--- src/rtl/icache_pkg.sv ---
// Shared types and constants for the instruction-cache miss controller.
// Line address = {tag, index}; word select picks one 16-bit word of a 64-bit line.
package icache_pkg;

    localparam int LINE_W     = 64;
    localparam int TAG_W      = 11;
    localparam int INDEX_W    = 3;
    localparam int WORD_SEL_W = 2;
    localparam int WORD_W     = LINE_W / (1 << WORD_SEL_W);

    typedef enum logic [2:0] {
        IDLE     = 3'd0,
        COMPARE  = 3'd1,
        REQ      = 3'd2,
        MEM_WAIT = 3'd3,
        FILL     = 3'd4,
        RETRY    = 3'd5
    } state_t;

endpackage

--- src/rtl/icache_word_mux.sv ---
// Selects one 16-bit instruction word out of a 64-bit cache line.
module icache_word_mux
    import icache_pkg::*;
(
    input  logic [LINE_W-1:0]     i_line,
    input  logic [WORD_SEL_W-1:0] i_sel,
    output logic [WORD_W-1:0]     o_word
);

    assign o_word = i_line[WORD_W*i_sel +: WORD_W];

endmodule

--- src/rtl/icache_ctrl.sv ---
// Miss controller for the direct-mapped instruction cache: serves hits with zero
// added latency, and on a miss fetches the line from the shared memory port, fills it and retries.
module icache_ctrl
    import icache_pkg::*;
#(
    parameter int MEM_LAT = 4,
    parameter int ADDR_W  = 16
) (
    input  logic              clk,
    input  logic              rst_n,
    input  logic [ADDR_W-1:0] if_addr,
    input  logic              if_re,
    output logic [WORD_W-1:0] instr,
    output logic              stall,
    output logic [ADDR_W-3:0] c_addr,
    output logic              c_re,
    output logic              c_we,
    output logic [LINE_W-1:0] c_wr_data,
    output logic              c_wdirty,
    input  logic [LINE_W-1:0] c_rd_data,
    input  logic              c_hit,
    output logic              m_req,
    input  logic              m_gnt,
    output logic [ADDR_W-3:0] m_addr,
    output logic              m_re,
    input  logic [LINE_W-1:0] m_rd_data,
    input  logic              m_rdy
);

    localparam int CNT_W = (MEM_LAT > 1) ? $clog2(MEM_LAT) : 1;

    state_t            r_state;
    state_t            w_next;
    logic [CNT_W-1:0]  r_lat_cnt;
    logic [ADDR_W-3:0] r_miss_addr;
    logic [LINE_W-1:0] r_line_buf;
    logic [WORD_W-1:0] w_word;
    logic              w_lookup;
    logic              w_mem_done;

    // The lookup path is combinational from inputs, so it is gated by rst_n to keep
    // every output at its reset value while reset is held.
    assign w_lookup   = rst_n && if_re && (r_state == IDLE || r_state == COMPARE);
    assign w_mem_done = (r_state == MEM_WAIT) &&
                        (m_rdy || (r_lat_cnt == CNT_W'(MEM_LAT - 1)));

    assign c_wr_data  = r_line_buf;
    assign c_wdirty   = 1'b0;

    icache_word_mux u_word_mux (
        .i_line (c_rd_data),
        .i_sel  (if_addr[WORD_SEL_W-1:0]),
        .o_word (w_word)
    );

    // NOTE: state lives in always_ff with non-blocking assignments and an async
    // active-low reset; every register, including the line buffer, gets a reset value.
    always_ff @(posedge clk or negedge rst_n) begin
        if (!rst_n) begin
            r_state     <= IDLE;
            r_lat_cnt   <= '0;
            r_miss_addr <= '0;
            r_line_buf  <= '0;
        end else begin
            r_state <= w_next;
            if (w_lookup && !c_hit) begin
                r_miss_addr <= if_addr[ADDR_W-1:2];
            end
            if (r_state == REQ) begin
                r_lat_cnt <= '0;
            end else if (r_state == MEM_WAIT) begin
                r_lat_cnt <= r_lat_cnt + 1'b1;
            end
            if (w_mem_done) begin
                r_line_buf <= m_rd_data;
            end
        end
    end

    // NOTE: every signal written here gets a default first so no latch is inferred.
    always_comb begin
        w_next = r_state;
        stall  = 1'b0;
        instr  = '0;
        c_re   = 1'b0;
        c_we   = 1'b0;
        c_addr = '0;
        m_req  = 1'b0;
        m_re   = 1'b0;
        m_addr = '0;
        case (r_state)
            IDLE, COMPARE: begin
                if (w_lookup) begin
                    c_re   = 1'b1;
                    c_addr = if_addr[ADDR_W-1:2];
                    if (c_hit) begin
                        instr  = w_word;
                        w_next = COMPARE;
                    end else begin
                        stall  = 1'b1;
                        w_next = REQ;
                    end
                end else begin
                    w_next = IDLE;
                end
            end
            REQ: begin
                stall  = 1'b1;
                m_req  = 1'b1;
                m_addr = r_miss_addr;
                if (m_gnt) begin
                    w_next = MEM_WAIT;
                end
            end
            MEM_WAIT: begin
                stall  = 1'b1;
                m_req  = 1'b1;
                m_re   = 1'b1;
                m_addr = r_miss_addr;
                if (w_mem_done) begin
                    w_next = FILL;
                end
            end
            FILL: begin
                stall  = 1'b1;
                c_we   = 1'b1;
                c_addr = r_miss_addr;
                w_next = RETRY;
            end
            RETRY: begin
                stall  = 1'b1;
                c_re   = 1'b1;
                c_addr = r_miss_addr;
                // A fetch abandoned mid-miss still gets its line filled, then the block idles.
                w_next = if_re ? COMPARE : IDLE;
            end
            default: w_next = IDLE;
        endcase
    end

endmodule

--- config.mk ---
export PLATFORM = sky130hd
export DESIGN_NAME = icache_ctrl
export DESIGN_NICKNAME = d
export VERILOG_FILES = /design/src/rtl/icache_pkg.sv /design/src/rtl/icache_word_mux.sv /design/src/rtl/icache_ctrl.sv
export SDC_FILE = /design/constraint.sdc
export NUM_CORES = 1
export LEC_CHECK = 0
export ABC_AREA = 1
export BUFFER_PORTS_ARGS = -buffer_cell sky130_fd_sc_hd__buf_2
export CAP_MARGIN = 5
export CORE_ASPECT_RATIO = 0.75
export CORE_UTILIZATION = 40
export CTS_BUF_LIST = sky130_fd_sc_hd__clkbuf_16
export DETAILED_ROUTE_END_ITERATION = 12
export PLACE_DENSITY = 0.74
export SYNTH_ARGS = -nofsm -noshare
export SYNTH_HDL_FRONTEND = slang
export SYNTH_HIERARCHICAL = 1
export SYNTH_SLANG_ARGS = --single-unit
--- constraint.sdc ---
create_clock -name clk -period 1.5 [get_ports clk]
set_input_delay 0.3 -clock clk [delete_from_list [all_inputs] [get_ports clk]]
set_output_delay 0.3 -clock clk [all_outputs]
set_load 0.02 [all_outputs]
* Yosys cells after proc, flatten, opt, wreduce, memory -nomap -nowiden
Index checks and enable logic that the tools add are counted.
** Storage, ports and cells
- Input bits :: 150
- Output and inout port bits :: 114
- Register bits after elaboration :: 83
- Memory bits (read-only) :: 0
- Word-level logic and storage cells :: 50
- Bits in latches :: 0
- Memories kept :: 0
- Memory bits (writable) :: 0
** Operators by class
- Mux-type cells :: 22
- Reductions and logical operators :: 14
- Magnitude comparators :: 0
- Div/mod/pow operators :: 0
- Bitwise logic cells :: 0
- Multiply operators :: 0
- $add $sub $neg :: 1
- Equal/unequal tests :: 8
- Shifts and indexed selects :: 1
** Operator list (count)
- 64-bit by 7-bit variable part select with 16-bit output :: 1
- 16-bit two-way mux :: 3
- 14-bit two-way mux :: 2
- 14-bit case mux with 2 select lines :: 1
- 3-bit case mux with 5 select lines :: 1
- 3-bit two-way mux :: 3
- 1-bit two-way mux :: 7
- 3-bit by 2-bit == test with 1-bit output, second input constant :: 2
- 3-bit == test, second input constant :: 2
- 2-bit two-way mux :: 3
- 2-bit OR reduction :: 3
- 1-bit logical AND :: 4
- 2-bit != test, second input constant :: 2
- 1-bit case mux with 2 select lines :: 2
- 4-bit OR reduction :: 1
- 3-bit by 1-bit == test with 1-bit output, second input constant :: 1
- 3-bit logical NOT :: 1
- 2-bit by 1-bit adder with 2-bit output, second input constant :: 1
- 2-bit == test, second input constant :: 1
- 1-bit logical OR :: 2
- 2-bit AND reduction :: 1
- 2-bit nonzero test :: 1
- 1-bit logical NOT :: 1

* Depth between registers and ports, before layout
Gate-level depths: netlist (run 1).
- Depth in word-level cells :: 5
- Gate-level depth with buffers :: 8
- Gate-level depth less buffers :: 7

* By module
Netlist (run 1), hierarchy kept.
** By module, submodules not included
- icache_ctrl :: seq. area each 2077.0 um^2, area each 3857.4 um^2, times used 1, cells an instance 482
- icache_word_mux :: seq. area each 0.0 um^2, area each 805.8 um^2, times used 1, cells an instance 188

* Worst setup path before layout (run 1)
Ideal clock, no wire load.
- Kind :: reg-to-output
- Start point :: register r_state[2]
- End point :: output port c_addr[4]
- Slack :: -0.344 ns
- Data required time :: 1.200 ns
- Stages on the path, launching flop included :: 6
- Buffers on the path :: 1
- Arrival time :: 1.544 ns
- Path through :: dfrtp_1 > inv_1 > ha_1 > nand3_2 > clkbuf_1 > o21ai_0
** On the way
- Longest elaborated chain between the ends :: 5
- Elaborated cells between the ends (all ways) :: 10
- Classes of those cells :: eq/ne (3); mux (2); reduce/logical (5)
** RTL lines
- from (decl) :: RTL line icache_ctrl.sv:32 : state_t r_state;
- from (signal assigned) :: RTL line icache_ctrl.sv:65 : r_state <= w_next;
- 3-bit by 1-bit == test with 1-bit output / 3-bit logical NOT (equally long branches) :: RTL line icache_ctrl.sv:43, icache_ctrl.sv:91
- 1-bit logical OR :: RTL line icache_ctrl.sv:43 : assign w_lookup = rst_n && if_re && (r_state == IDLE || r_state == COMPARE);
- 1-bit logical AND :: RTL line icache_ctrl.sv:43
- 14-bit two-way mux :: RTL line icache_ctrl.sv:93 : if (w_lookup) begin
- 14-bit case mux with 2 select lines * :: RTL line icache_ctrl.sv:91 : case (r_state)
- to (decl) :: RTL line icache_ctrl.sv:15 : output logic [ADDR_W-3:0] c_addr,
Every way passes the cells marked *; elsewhere a longest branch is shown, timed or not.

* Worst setup path after layout (run 1)
- Start point :: register r_state[2]
- End point :: output port instr[12]
** On the way
- Longest elaborated chain between the ends :: 5
- Elaborated cells between the ends (all ways) :: 7
- Classes of those cells :: eq/ne (1); mux (2); reduce/logical (4)
** RTL lines
- 3-bit by 1-bit == test with 1-bit output / 3-bit logical NOT (equally long branches) :: RTL line icache_ctrl.sv:43, icache_ctrl.sv:91
- 1-bit logical OR :: RTL line icache_ctrl.sv:43
- 1-bit logical AND :: RTL line icache_ctrl.sv:43
- 16-bit two-way mux :: RTL line icache_ctrl.sv:93
- 16-bit two-way mux * :: RTL line icache_ctrl.sv:91
- to (decl) :: RTL line icache_ctrl.sv:13 : output logic [WORD_W-1:0] instr,
Marked as above.

==> results.cfg, run 1 <==
[critical_path]
path_common_cell = buf_12
cp_slowest_cell = dfrtp_2
worstSetupPathType = flip-flop to output pin
cp_max_fo = 8
crit_family = buffers and inverters
rrSetupSlack_ns = -0.10
crit_chain = inv_4 -> ha_4 -> nand3_4 -> buf_12 -> buf_12 -> nor2_4 -> buf_6
start_kind = flip-flop
path_buf_inv = 4
worst_setup_path_end_kind = output pin
required_ns = 1.20
max_stage_delay_ns = 0.43
worstPathArrival_ns = 1.64

[global_routing]
grt_pass1_vias = 4776
grt_max_degree = 85
grt_pass1_wl_um = 22340
antenna_found_initial = 0
grtUsageTotal_pct = 23.20
grt-ovfl-total = 0

[synthesis]
syn_area_per_cell_um2 = 6.960
ys_warn_count = 6
synthesis.nets = 826
netlist_instances = 670
synth_cell_types = 24
seq_area_frac_synth_pct = 44.54
yosys_register_bits = 83
syn_area_um2 = 4663

[clocking]
cts_root_buf = clkbuf_16
clock_sinks = 83
cts_buffers = 9
clkSlewWorstSetupHoldPaths_ns = 0.06
clk-insertion-delay-late_ns = 0.33
hold_buffers = 0
tritoncts = done
cts_buffer_depth = 2
htreeDepth = 3

[timing]
hold_slack_ns = 0.01702
drv_slew = 0
period_share_pct = 129.1
rsz0062_at_grt = yes
hold_viol = 0
max_freq_mhz = 516.6
setup_violations = 114
fin_skew_ns = 0.005388
fin_crit_ns = 1.936
setup_ws_ns = -0.4358

[die]
rows = 33
die_area_um2 = 12100
die_w_um = 126.7
start_util_pct = 41.83
pin_count = 264
core_um2 = 11150
fp.dieH_um = 95.51

[power]
power_frac_clock_pct = 15.6
share_comb_of_total_power_pct = 56.3
cellPowerDensity_nw_per_um2 = 1793
p_sw_share_pct = 43.51
totalPowerFinal_mw = 14.36
power.switching_mw = 6.247
internal_power_mw = 8.112
peakVddDrop_uv = 954.9
pwr-share-seq_pct = 28.1
p_leak_nw = 4.616

[route]
drt_iter0_drc = 232
route.antenna.remaining_nets = 0
viasPerCell = 4.774
vias = 5304
route.detailed.drc = 0
wl_per_cell_um = 14.00
dr.pass1.iters = 4
wirelength_um = 15560

[finish]
final_common_cell = buf_2
drive_gt1_share_pct = 49.02
post-route-util_pct = 71.82
nNetsFinal = 1122
areaGrowthSynthToFinish_pct = 71.69
layout_common_cells = buf_2, nand2_1, nand3_1
stdcell_count = 1111
multiInputGateArea_um2 = 2554
diodes = 0
regArea_um2 = 2079
n_fill_cell = 882

[placement]
portBuffers = 262
dp_cells = 1063
dpl_worst_slack_ns = -0.2099
place_congestion = 0.8616
dp_hpwl_um = 9973

[run_status]
status = finished, violations left
violations = negative setup slack

[hold_path]
worst_hold_path_type = primary input to asynchronous set/reset pin

[job]
drv_cap = 0
==> cell type report <==
type                       count  area share, %
timing repair buffer         325          31.21
tap                          140          2.188
clock inverter                 7         0.9533
multi-input combinational    445          31.90
clock buffer                   9          2.813
sequential                    83          25.97
inverter                     102          4.970
==> metal layers <==
layer  track usage, %  vias to the layer above  share of wire (%)
met5                0                        -                  0
met4            5.159                        0                1.5
met3            5.219                       18                5.1
met2            41.11                      186                 50
met1            29.17                     2469                 43
li1                 -                     2631                  -
==> worst paths after layout <==
check | to | depth (start not counted) | from
min in group clk | c_wr_data[56]$_DFFE_PN0P_ | 3 | m_rd_data[56]
setup / recovery | instr[12] | 7 | r_state[2]$_DFFE_PN0P_
hold reg to reg | c_wr_data[57]$_DFFE_PN0P_ | 2 | c_wr_data[57]$_DFFE_PN0P_
max in group asynchronous | c_wr_data[50]$_DFFE_PN0P_ | 2 | rst_n
setup reg to reg | c_wr_data[38]$_DFFE_PN0P_ | 9 | r_state[2]$_DFFE_PN0P_
hold / removal | r_miss_addr[1]$_DFFE_PN0P_ | 2 | rst_n
==> kinds of logic after synthesis <==
kind of cell | Yosys count | synth area share (%)
AO/OA/AOI/OAI | 33 | 3.595
flip-flops | 83 | 44.54
other | 1 | 0.08042
adder cells (fa/ha/maj) | 6 | 1.610
AND/OR/NAND/NOR | 404 | 35.82
buffers and inverters | 143 | 14.36
==> repair_timing <==
action	in CTS	in global routing
resized for setup	110	125
gates cloned	5	6
setup buffers	14	10
pin swaps	4	13
endpoints found under the setup margin	56	119
==> cell usage after synthesis <==
cell type | number | area [um2]
nor3_1 | 1 | 5.000
buf_2 | 20 | 100.1
nor3_2 | 1 | 10.01
nand4_1 | 1 | 6.260
nor2_4 | 1 | 11.26
buf_6 | 12 | 135.1
nand3_2 | 1 | 10.01
nor2_2 | 1 | 6.260
clkbuf_1 | 5 | 18.77
buf_4 | 4 | 30.03
conb_1 | 1 | 3.750
ha_1 | 6 | 75.07
o21bai_1 | 1 | 7.510
nor2_1 | 23 | 86.33
nand3_1 | 100 | 500.5
inv_2 | 2 | 7.510
inv_4 | 1 | 6.260
nand2_1 | 274 | 1028
o21ai_1 | 10 | 50.05
nand2_2 | 1 | 6.260
a21oi_1 | 1 | 5.000
dfrtp_1 | 83 | 2077
inv_1 | 99 | 371.6
o21ai_0 | 21 | 105.1
==> flip-flops by register name (all words and copies together), names as in the netlist <==
register,count
c_wr_data,64
r_lat_cnt,2
r_miss_addr,14
r_state,3
==> per-stage QoR <==
stage	area [um2]	setup TNS (ns)
after floorplan	5035	-0.01401
after global placement	6598	-3.383
after detailed placement	6598	-4.096
after CTS	7473	-25.43
after global routing	8006	-28.80
final	8006	-22.46
==> power groups by stage <==
stage                     combinational (mW)  sequential [mW]  clock [mW]
after detailed placement                6.00             3.82           0
after global placement                  5.88             3.82           0
after floorplan                         2.95             4.78           0
after CTS                               7.04             3.84        2.25
final                                   8.09             4.04        2.24
after global routing                    8.69             4.15        2.36
(Power assumes the default switching activity.)
==> run 2, diff against run 1 <==
--- a/config.mk
+++ b/config.mk
@@ -9,11 +9,10 @@
 export BUFFER_PORTS_ARGS = -buffer_cell sky130_fd_sc_hd__buf_2
 export CAP_MARGIN = 5
 export CORE_ASPECT_RATIO = 0.75
-export CORE_UTILIZATION = 40
+export CORE_UTILIZATION = 39
 export CTS_BUF_LIST = sky130_fd_sc_hd__clkbuf_16
 export DETAILED_ROUTE_END_ITERATION = 12
 export PLACE_DENSITY = 0.74
 export SYNTH_ARGS = -nofsm -noshare
 export SYNTH_HDL_FRONTEND = slang
-export SYNTH_HIERARCHICAL = 1
 export SYNTH_SLANG_ARGS = --single-unit
==> run 2 against run 1 <==
Against the previous run:
- the run still ends with negative setup slack left
- power down 2.1%
- flip-flop and latch count unchanged
- utilization down 2.8 points
- critical path depth unchanged
- non-clock buffer count down 12
- global-route usage up 2.9 points
- routed wire length up 1.4%
- clock skew up 0.0024 ns
- via count down 5.1%
- critical path type unchanged
- highest routed layer unchanged
==> results.cfg, run 2 <==
[die]
start_util_pct = 40.76
pin_count = 264
die_w_um = 122.7
die_area_um2 = 11350
fp.dieH_um = 92.50
rows = 32
core_um2 = 10450

[synthesis]
synth_top_area_share_pct = 48.77
synthFlopType = dfrtp_1
synth_top_area_cell = dfrtp_1
netlist_instances = 570
yosys_register_bits = 83
synthesis.nets = 725
syn_area_um2 = 4259
synthTopCellsByArea = dfrtp_1, nand2_1, nand3_1
synth_edf_count = 0
seq_area_frac_synth_pct = 48.77
ys_warn_count = 0
synth.most_common_cell = nand2_1
synthArstFlopShare_pct = 100.0
synth_cell_types = 21
syn_area_per_cell_um2 = 7.472
synth_common_cells = nand2_1, nor2_1, dfrtp_1

[clocking]
clock_sinks = 83
clkSlewWorstSetupHoldPaths_ns = 0.06
clk-insertion-delay-late_ns = 0.33
cts_buffers = 9
cts_root_buf = clkbuf_16
htreeDepth = 3
cts_buffer_depth = 2
tritoncts = done

[critical_path]
required_ns = 1.20
worstPathArrival_ns = 1.65
worst_setup_path_end_kind = output pin
r2r_cells = 8
cp_max_fo = 8
worstReg2RegEnd = r_miss_addr[9]$_DFFE_PN0P_
worstSetupPathType = flip-flop to output pin
r2r-start = r_state[1]$_DFFE_PN0P_
start_kind = flip-flop
rrSetupSlack_ns = -0.07

[global_routing]
grt_use_met1_pct = 31.91
antenna_found_initial = 0
use_met3_pct = 5.296
grt_pass1_wl_um = 23190
top_usage_layer = met2
grt_max_degree = 75
grt_pass1_vias = 4794
use_met2_pct = 44.24
grt-ovfl-total = 0
grtUsageTotal_pct = 26.08

[finish]
n_fill_cell = 794
diodes = 0
areaGrowthSynthToFinish_pct = 69.27
nNetsFinal = 1010
regArea_um2 = 2078
final_common_cell = buf_2
layout_common_cells = buf_2, nand2_1, dfrtp_1
largest_reg_flops = 64
multiInputGateArea_um2 = 2288
final_cell_area_um2 = 7209
drive_gt1_share_pct = 48.02

[timing]
drv_slew = 0
hold_viol = 0
fin_skew_ns = 0.007747
rsz0062_at_grt = yes
tightestPinTransition_ns = 0.9537
fin_crit_ns = 1.954
setup_ws_ns = -0.4540
period_share_pct = 130.3
max_freq_mhz = 511.8
setup_violations = 55
slew_headroom_pct = 36.42

[hold_path]
whs_path_depth = 3
min_to = c_wr_data[46]$_DFFE_PN0P_
worst_hold_path_type = primary input to flip-flop
min-delay-start = m_rd_data[46]

[placement]
place_congestion = 0.8885
dp_hpwl_um = 10530
portBuffers = 262
placed_area_um2 = 6078

[route]
wirelength_um = 15780
dr.pass1.iters = 5
wl_per_cell_um = 15.84
route.antenna.remaining_nets = 0
route.detailed.drc = 0
viasPerCell = 5.051
vias = 5031
drt_iter0_drc = 204

[power]
p_leak_nw = 3.888
cellPowerDensity_nw_per_um2 = 1950
peakVddDrop_uv = 1118
totalPowerFinal_mw = 14.06

[run_status]
violations = negative setup slack
status = finished, violations left

[job]
drv_cap = 0
## run 2: final cells by class
type                            count  area share, %
Multi-Input combinational cell    411          31.74
Timing Repair Buffer              313          31.07
Sequential cell                    83          28.83
Clock buffer                        9          3.124
Tap cell                          136          2.360
Inverter                           37          1.926
Clock inverter                      7         0.9545
## run 2: worst max path at each step
stage | from | endpoint | slack [ns] | cells past startpoint
2_1_floorplan | r_state[2]$_DFFE_PN0P_ | instr[10] | -0.15 | 5
3_3_place_gp | if_addr[0] | instr[5] | -0.07 | 7
6_report | r_state[1]$_DFFE_PN0P_ | c_addr[12] | -0.45 | 7
5_1_grt | r_state[1]$_DFFE_PN0P_ | stall | -0.52 | 8
4_1_cts | r_state[1]$_DFFE_PN0P_ | instr[8] | -0.47 | 7
3_5_place_dp | r_state[1]$_DFFE_PN0P_ | instr[3] | -0.13 | 6
## run 2: critical path, stage by stage (launching register included)
cell and delay [ns]:
dfrtp_1 0.41, inv_2 0.10, ha_4 0.13, buf_4 0.10
nand3_4 0.11, buf_12 0.19, o21ai_4 0.14, buf_6 0.13
## run 2: power breakdown
part	internal [mW]	switching (mW)
combinational	3.34	4.57
clock	1.28	0.908
sequential	3.26	0.702
total	7.88	6.18
## run 2: cells by family (layout without fill, tap and decap cells)
family                   count (synthesis)  in the layout  share of synthesized area, %
AO/OA/AOI/OAI                           81             81                         9.577
AND/OR/NAND/NOR                        324            324                         31.29
other                                    1              1                       0.08805
adder cells (fa/ha/maj)                  5              5                         1.469
flip-flops                              83             83                         48.77
buffers and inverters                   76            366                         8.813
## run 2: timing repair
| action | 4_1_cts | 5_1_grt |
|---|---|---|
| gates cloned | 3 | 1 |
| hold endpoints to repair | 9 | 0 |
| gates resized for setup | 113 | 94 |
| pin swaps | 4 | 8 |
| buffers inserted | 10 | 7 |
| setup endpoints to repair | 49 | 128 |
| hold buffers | 1 | 0 |
## run 2: stage by stage
step	std cells	hold WS [ns]	setup TNS [ns]	worst slack, ns	util (%)
after floorplan	570	0.004409	-3.586	-0.1537	-
after global placement	964	0.2534	-0.7695	-0.06997	58.17
after detailed placement	964	0.2586	-1.753	-0.1257	58.17
after CTS	993	0.1817	-18.06	-0.4694	65.74
after global routing	996	0.1872	-26.62	-0.5245	68.99
final	996	0.1966	-19.63	-0.4540	68.99
## run 2: layer usage
layer  vias to the layer above  wire [um]
met4                         0        468
met2                       230       7988
met3                        49        915
li1                       2386          -
met1                      2366       6403
met5                         -          0
==> run 3, diff against run 2 <==
--- a/config.mk
+++ b/config.mk
@@ -13,6 +13,7 @@
 export CTS_BUF_LIST = sky130_fd_sc_hd__clkbuf_16
 export DETAILED_ROUTE_END_ITERATION = 12
 export PLACE_DENSITY = 0.74
+export SKIP_CTS_REPAIR_TIMING = 1
 export SYNTH_ARGS = -nofsm -noshare
 export SYNTH_HDL_FRONTEND = slang
 export SYNTH_SLANG_ARGS = --single-unit
==> run 3 against run 2 <==
Against the previous run:
- the run still ends with negative setup slack left
- register-to-register slack worse by 0.05 ns
- routed wire length is 5.4% lower
- global-route usage is 2.3 points lower
- setup slack better by 0.0031 ns
- clock power hardly changed
- largest power group unchanged
- first-iteration DRC count is 16% higher
- cell count is 0.30% higher
- clock skew is 0.00083 ns lower
==> results.cfg, run 3 (same netlist as run 2, synthesis figures left out) <==
[run_status]
status = finished, violations left
violations = negative setup slack

[finish]
stdcell_count = 999
n_fill_cell = 817
diodes = 0
drive_gt1_share_pct = 45.19
layout_common_cells = buf_2, nand2_1, nor2_1
areaGrowthSynthToFinish_pct = 64.16
post-route-util_pct = 66.91
nNetsFinal = 1013
final_common_cell = buf_2
largest_reg_flops = 64

[hold_path]
whs_path_depth = 3
worst_hold_path_type = primary input to flip-flop
min-delay-start = m_rd_data[46]

[die]
start_util_pct = 40.76
rows = 32
fp.dieH_um = 92.50
die_w_um = 122.7
pin_count = 264
die_area_um2 = 11350
core_um2 = 10450

[global_routing]
grt_pass1_wl_um = 21310
grt_pass1_vias = 4495
antenna_found_initial = 0
grt_max_degree = 75
grtUsageTotal_pct = 23.77
grt-ovfl-total = 0

[placement]
dp_hpwl_um = 10530
place_congestion = 0.8885
portBuffers = 262
dp_cells = 964

[timing]
rsz0062_at_grt = yes
period_share_pct = 130.1
hold_viol = 0
setup-tns-final_ns = -21.72
slew_headroom_pct = 36.99
tightestPinTransition_ns = 0.9451
fin_crit_ns = 1.951
hold_slack_ns = 0.1905
setup_violations = 100
drv_slew = 0
fin_skew_ns = 0.006917
setup_ws_ns = -0.4509
max_freq_mhz = 512.6

[route]
wirelength_um = 14920
viasPerCell = 4.952
drt_iter0_drc = 237
wl_per_cell_um = 14.93
route.antenna.remaining_nets = 0
vias = 4947
route.detailed.drc = 0
dr.pass1.iters = 4

[critical_path]
worst_setup_path_end_kind = output pin
worstSetupPathType = flip-flop to output pin
cp_max_fo = 8
path_common_cell = buf_6
cp_slowest_cell = dfrtp_1
max_stage_delay_ns = 0.41
crit_chain = inv_2 -> ha_4 -> nand4_1 -> buf_6 -> clkbuf_16 -> a21oi_4 -> buf_6
required_ns = 1.20
worstPathArrival_ns = 1.65
start_kind = flip-flop
r2r-start = r_state[1]$_DFFE_PN0P_
r2r_cells = 10
startpoint = r_state[1]$_DFFE_PN0P_

[power]
peakVddDrop_uv = 1159
totalPowerFinal_mw = 13.51
p_leak_nw = 3.857
cellPowerDensity_nw_per_um2 = 1932

[clocking]
clkSlewWorstSetupHoldPaths_ns = 0.06
tritoncts = done
cts_buffers = 9
htreeDepth = 3
clock_sinks = 83
clk-insertion-delay-late_ns = 0.33
cts_root_buf = clkbuf_16
cts_buffer_depth = 2

[job]
drv_cap = 0
==> run 3: cell types whose count changed in the layout (fill, tap and decap cells not counted), sizes merged <==
cell | before | now
buf | 311 | 312
clkbuf | 10 | 12
==> run 3: power by group <==
part	internal, mW	switching [mW]
combinational	3.09	4.33
clock	1.28	0.900
sequential	3.26	0.647
==> run 3: worst paths after layout <==
kind	endpoint	slack (ns)
hold / removal	c_wr_data[46]$_DFFE_PN0P_	0.19
setup reg to reg	c_wr_data[44]$_DFFE_PN0P_	-0.12
max in group asynchronous	c_wr_data[50]$_DFFE_PN0P_	0.65
hold reg to reg	c_wr_data[32]$_DFFE_PN0P_	0.47
setup / recovery	instr[7]	-0.45
min in group asynchronous	r_state[2]$_DFFE_PN0P_	0.21
==> run 3: area by class of cell <==
type	count	area, um2	area share (%)
tap	136	170.2	2.434
timing repair buffer	316	2177	31.14
inverter	37	138.9	1.986
clock inverter	7	68.82	0.9843
sequential	83	2078	29.72
clock buffer	9	225.2	3.221
multi-input combinational	411	2133	30.51
==> run 3: through the flow <==
| stage | cell area (um2) | setup slack (ns) |
|---|---|---|
| after global routing | 6992 | -0.4968 |
| after detailed placement | 6078 | -0.1257 |
| after global placement | 6078 | -0.06997 |
| final | 6992 | -0.4509 |
| after floorplan | 4499 | -0.1537 |
| after CTS | 6372 | -0.4948 |
==> run 3: metal layers <==
| layer | GRT usage, % | share of wire (%) |
|---|---|---|
| met1 | 30.02 | 42 |
| met4 | 7.927 | 2.3 |
| met3 | 4.433 | 5.8 |
| met5 | 0 | 0 |
| met2 | 40.68 | 50 |
==> run 3: worst max-delay path, delay by kind of cell (launching register included) <==
family	cells	cell delay [ns]
simple gates	1	0.09
compound gates	1	0.13
fa+ha+maj	1	0.14
flops	1	0.41
buf+inv	4	0.54
